<file path="src/rtl/eth_rx_ethertype_demux.sv">
// Receive dispatch: filters on destination MAC and steers whole packets
// to the ARP or IPv4 engine through one shared output register.
module eth_rx_ethertype_demux #(
    parameter int          AXIS_BYTES  = 4,
    parameter logic [47:0] OUR_MAC     = 48'h070605040302,
    parameter bit          PROMISCUOUS = 1'b0
) (
    input  logic                    clk,
    input  logic                    sresetn,

    output logic                    axis_i_tready,
    input  logic                    axis_i_tvalid,
    input  logic                    axis_i_tlast,
    input  logic [AXIS_BYTES-1:0]   axis_i_tkeep,
    input  logic [8*AXIS_BYTES-1:0] axis_i_tdata,
    input  logic [47:0]             axis_i_dst_mac,
    input  logic [47:0]             axis_i_src_mac,
    input  logic [15:0]             axis_i_ethertype,

    input  logic                    axis_arp_tready,
    output logic                    axis_arp_tvalid,
    output logic                    axis_arp_tlast,
    output logic [AXIS_BYTES-1:0]   axis_arp_tkeep,
    output logic [8*AXIS_BYTES-1:0] axis_arp_tdata,
    output logic [47:0]             axis_arp_src_mac,

    input  logic                    axis_ip_tready,
    output logic                    axis_ip_tvalid,
    output logic                    axis_ip_tlast,
    output logic [AXIS_BYTES-1:0]   axis_ip_tkeep,
    output logic [8*AXIS_BYTES-1:0] axis_ip_tdata,
    output logic [47:0]             axis_ip_src_mac,

    output logic [15:0]             drop_count
);

    localparam int DW = 8 * AXIS_BYTES;

    typedef enum logic [1:0] {
        IDLE,
        FWD_ARP,
        FWD_IP,
        DROP
    } state_t;

    state_t                state_q, state_d;
    logic                  out_valid_q, out_valid_d;
    logic                  out_last_q, out_last_d;
    logic [AXIS_BYTES-1:0] out_keep_q, out_keep_d;
    logic [DW-1:0]         out_data_q, out_data_d;
    logic                  sel_ip_q, sel_ip_d;
    logic [47:0]           arp_src_q, arp_src_d;
    logic [47:0]           ip_src_q, ip_src_d;
    logic [15:0]           drop_cnt_q, drop_cnt_d;

    logic mac_ok;
    logic is_arp;
    logic is_ip;
    logic first;
    logic fwd;
    logic to_ip;
    logic sel_tready;
    logic can_load;
    logic accept;

    always_comb begin
        mac_ok = PROMISCUOUS
              || axis_i_dst_mac[0]
              || (axis_i_dst_mac == OUR_MAC);
        is_arp = mac_ok && (axis_i_ethertype == 16'h0806);
        is_ip  = mac_ok && (axis_i_ethertype == 16'h0800);

        first = 1'b0;
        fwd   = 1'b0;
        to_ip = 1'b0;
        case (state_q)
            IDLE: begin
                first = 1'b1;
                fwd   = is_arp || is_ip;
                to_ip = is_ip;
            end
            FWD_ARP: fwd = 1'b1;
            FWD_IP: begin
                fwd   = 1'b1;
                to_ip = 1'b1;
            end
            default: fwd = 1'b0;
        endcase

        sel_tready = sel_ip_q ? axis_ip_tready : axis_arp_tready;
        can_load   = !out_valid_q || sel_tready;
        // Discarded beats never wait behind a stalled beat for the other port.
        axis_i_tready = fwd ? can_load : 1'b1;
        accept = axis_i_tvalid && axis_i_tready;

        state_d     = state_q;
        out_valid_d = out_valid_q && !sel_tready;
        out_last_d  = out_last_q;
        out_keep_d  = out_keep_q;
        out_data_d  = out_data_q;
        sel_ip_d    = sel_ip_q;
        arp_src_d   = arp_src_q;
        ip_src_d    = ip_src_q;
        drop_cnt_d  = drop_cnt_q;

        if (accept) begin
            if (fwd) begin
                out_valid_d = 1'b1;
                out_last_d  = axis_i_tlast;
                out_keep_d  = axis_i_tkeep;
                out_data_d  = axis_i_tdata;
                sel_ip_d    = to_ip;
                if (first && to_ip) begin
                    ip_src_d = axis_i_src_mac;
                end else if (first) begin
                    arp_src_d = axis_i_src_mac;
                end
            end else if (first && drop_cnt_q != 16'hFFFF) begin
                drop_cnt_d = drop_cnt_q + 16'd1;
            end

            if (axis_i_tlast) begin
                state_d = IDLE;
            end else if (first) begin
                state_d = !fwd  ? DROP
                        : to_ip ? FWD_IP
                        : FWD_ARP;
            end
        end
    end

    always_ff @(posedge clk or negedge sresetn) begin
        if (!sresetn) begin
            state_q     <= IDLE;
            out_valid_q <= 1'b0;
            out_last_q  <= 1'b0;
            out_keep_q  <= '0;
            out_data_q  <= '0;
            sel_ip_q    <= 1'b0;
            arp_src_q   <= '0;
            ip_src_q    <= '0;
            drop_cnt_q  <= '0;
        end else begin
            state_q     <= state_d;
            out_valid_q <= out_valid_d;
            out_last_q  <= out_last_d;
            out_keep_q  <= out_keep_d;
            out_data_q  <= out_data_d;
            sel_ip_q    <= sel_ip_d;
            arp_src_q   <= arp_src_d;
            ip_src_q    <= ip_src_d;
            drop_cnt_q  <= drop_cnt_d;
        end
    end

    assign axis_arp_tvalid  = out_valid_q && !sel_ip_q;
    assign axis_arp_tlast   = out_last_q;
    assign axis_arp_tkeep   = out_keep_q;
    assign axis_arp_tdata   = out_data_q;
    assign axis_arp_src_mac = arp_src_q;

    assign axis_ip_tvalid   = out_valid_q && sel_ip_q;
    assign axis_ip_tlast    = out_last_q;
    assign axis_ip_tkeep    = out_keep_q;
    assign axis_ip_tdata    = out_data_q;
    assign axis_ip_src_mac  = ip_src_q;

    assign drop_count = drop_cnt_q;

endmodule

</file>
<file path="config.mk">
export PLATFORM = sky130hd
export DESIGN_NAME = eth_rx_ethertype_demux
export DESIGN_NICKNAME = d
export VERILOG_FILES = /design/src/rtl/eth_rx_ethertype_demux.sv
export SDC_FILE = /design/constraint.sdc
export NUM_CORES = 1
export LEC_CHECK = 0
export CORE_MARGIN = 2
export CORE_UTILIZATION = 40
export DETAILED_ROUTE_END_ITERATION = 8
export PLACE_DENSITY = 0.8
export SLEW_MARGIN = 20
export SYNTH_ARGS = -nofsm -noshare
export SYNTH_HDL_FRONTEND = slang
export SYNTH_SLANG_ARGS = --single-unit
</file>
<file path="constraint.sdc">
create_clock -name clk -period 3.2 [get_ports clk]
set_input_delay 0.48 -clock clk [delete_from_list [all_inputs] [get_ports clk]]
set_output_delay 0.48 -clock clk [all_outputs]
set_load 0.01 [all_outputs]
</file>
==> results.py <==
metrics = {
    "sta": {
        "slew_viol_final": 0,
        "slew_headroom_pct": 35.71,
        "finalSetupViolCount": 0,
        "fin_crit_ns": 2.792,
        "holdWs_ns": 0.4877,
        "fin_skew_ns": 0.006088,
        "hold_viol": 0,
        "fin_crit_sh_pct": 87.25,
        "worst_slew_pin_slew_ns": 0.9579,
        "timing.setup.tns_ns": 0,
        "rsz0062_at_grt": "no",
        "max_freq_mhz": 358.1,
    },
    "yosys": {
        "seq_area_frac_synth_pct": 56.76,
        "synth_ff_type": "dfrtp_1",
        "ys_types": 39,
        "synth_top_area_share_pct": 56.76,
        "syn-instance-count": 457,
        "synthArstFlopShare_pct": 100.0,
        "synth_nets": 615,
        "syn_avg_cell_area_um2": 14.76,
        "synth_seq_cells": 153,
        "netlist_top_cells_area": "dfrtp_1 57%, mux2_2 14%, mux2_4 8.9%, buf_4 4.6%, xor2_1 2.1%",
        "yosysTopAreaCell": "dfrtp_1",
        "syn_area_um2": 6745,
        "synth-edff-count": 0,
        "yosys_warnings": 0,
    },
    "worst_setup_path": {
        "worstSetupStartpointType": "flop",
        "crit_chain": "inv_1 -> ha_1 -> nor4b_4 -> and4_1 -> and3_1 -> a211o_1 -> buf_4 -> buf_4 -> nand4_4 -> buf_12 -> mux2_2",
        "crit_arrival_ns": 3.09,
        "cpMaxStageDelayCell": "dfrtp_1",
        "crit_path_end_kind": "flop",
        "slowest_delay_ns": 0.38,
        "cp.required_ns": 3.50,
        "path_class": "reg2reg",
        "critical_path.most_common_cell": "buf_4",
        "crit_fanout": 48,
    },
    "route": {
        "vias_per_cell": 4.808,
        "drc": 0,
        "wire_per_inst_um": 18.54,
        "vias": 4870,
        "routed_wl_um": 18780,
        "drtIter0Drc": 230,
        "antenna_left": 0,
        "first_pass_iters": 4,
    },
    "die": {
        "ios": 343,
        "die-area_um2": 17920,
        "core_um2": 16520,
        "rows": 47,
        "die_y_um": 133.9,
        "start_util_pct": 40.82,
        "dieWidth_um": 133.9,
    },
    "power": {
        "ir_drop_uv": 641.6,
        "power-per-cell-area_nw_per_um2": 984.8,
        "p_total_uw": 10700,
        "leakagePower_uw": 0.004797,
    },
    "cells_and_area": {
        "fillers": 1223,
        "n_antenna_cell": 0,
        "final_cells": 1013,
        "syn_to_final_growth_pct": 61.03,
        "drive_gt1_share_pct": 23.33,
        "final_common_cell": "clkdlybuf4s50_1",
        "fin_util_pct": 65.73,
        "layout.nets": 938,
        "final_cell_mix": "340 x clkdlybuf4s50_1, 153 x dfrtp_1, 86 x mux2_2, 40 x mux2_4, 17 x clkbuf_16",
    },
    "flow_run": {
        "cap_violations": 0,
    },
    "clock_network": {
        "cts_num_sinks": 153,
        "clock_latency_ns": 0.42,
        "clk_pin_slew_ns": 0.07,
        "cts_tree": "done",
        "clock_path_buffers": 2,
        "cts_root_buf": "clkbuf_16",
        "htree_levels": 4,
        "cts_buffers": 17,
    },
    "placed_design": {
        "dp_cells": 979,
        "dp_hpwl_um": 14240,
        "port_buffers": 342,
        "routabilityCongestion": 0.9281,
    },
    "global_routing": {
        "grt_pass1_wl_um": 29670,
        "gr-usage-all-layers_pct": 21.31,
        "grt_max_degree": 67,
        "grt_pass1_vias": 5352,
        "antenna_found_initial": 0,
        "gr-total-overflow": 0,
    },
    "worst_hold_path": {
        "hp-class": "reg2reg",
    },
    "status": {
        "status": "completed",
    },
}
==> critical path: cells and delay by family, from the launching register on <==
family | cells | cell delay [ns]
AOI/OAI and AO/OA | 1 | 0.29
adders and majority gates | 1 | 0.22
buffers and inverters | 4 | 0.69
DFF | 1 | 0.38
muxes | 1 | 0.38
and+or+nand+nor | 4 | 0.65
==> routing by layer <==
metal  up-vias  part of all wire, %  track usage, %
met1      2415                   40           25.50
li1       2241                    -               -
met3        26                  6.9           6.236
met4         0                  1.9           6.501
met2       188                   52           37.21
met5         -                    0               0
==> power breakdown <==
group | internal (uW) | leakage [uW] | switching, uW
Sequential | 2830 | 0.00190 | 603
Clock | 1330 | 0.000313 | 844
Combinational | 3230 | 0.00258 | 1860
Total | 7390 | 0.00480 | 3310
==> cell families (layout without fill, tap and decap cells) <==
| kind of cell | Yosys count | after routing | synth area share, % |
|---|---|---|---|
| flip-flops | 153 | 153 | 56.76 |
| multiplexers | 136 | 136 | 24.91 |
| AND/OR/NAND/NOR | 77 | 77 | 7.809 |
| buffers and inverters | 60 | 396 | 6.492 |
| XOR/XNOR | 16 | 16 | 2.077 |
| AO/OA/AOI/OAI | 11 | 11 | 1.206 |
| adder cells (fa/ha/maj) | 4 | 4 | 0.7420 |
==> stage by stage <==
step	area [um2]	setup WS [ns]
floorplan	6745	0.5322
global placement	10200	0.07102
detailed placement	10200	0.04722
CTS	10850	0.03495
global route	10860	0.2646
finish	10860	0.4079
==> final timing paths <==
path                               start                    to  slack (ns)  depth (start not counted)
setup / recovery              state_q[0]   axis_ip_src_mac[15]        0.41                         11
hold / removal             drop_count[4]         drop_count[4]        0.49                          1
setup reg to reg              state_q[0]   axis_ip_src_mac[15]        0.41                         11
hold reg to reg            drop_count[4]         drop_count[4]        0.49                          1
max in group asynchronous        sresetn  axis_arp_src_mac[39]        1.76                          3
min in group asynchronous        sresetn    axis_arp_tdata[21]        0.57                          2
==> final cells by class <==
type / instances / area (um2) / area share, %
Clock buffer: 17 / 425.4 / 3.917
Clock inverter: 15 / 212.7 / 1.958
Inverter: 3 / 11.26 / 0.1037
Multi-Input combinational cell: 244 / 2486 / 22.89
Sequential cell: 153 / 3829 / 35.25
Tap cell: 220 / 275.3 / 2.534
Timing Repair Buffer: 361 / 3622 / 33.35
==> registers in the layout, summed over array words and instances, names as in the netlist <==
register / cells
axis_ip_src_mac: 48
axis_arp_tlast: 1
axis_arp_tdata: 32
out_valid_q: 1
sel_ip_q: 1
axis_arp_src_mac: 48
state_q: 2
axis_arp_tkeep: 4
drop_count: 16
==> cell usage after synthesis, drive strengths merged, types with 2 or more instances <==
master,n
nor2,3
a31oi,2
nand3,8
dfrtp,153
nor4bb,2
a211o,2
buf,53
nor2b,2
o211ai,2
and2,7
clkbuf,4
nor3,10
ha,4
nand2,8
and3,7
nor4b,9
nor4,10
or2,2
nand4,6
mux2,135
inv,3
xor2,16
==> timing repair <==
item	4_1_cts	5_1_grt
hold endpoints to repair	8	0
resized for setup	0	2
hold buffers	1	0
setup buffers	0	1
endpoints found under the setup margin	0	1
Note: power is estimated with default switching activity, not from simulation.
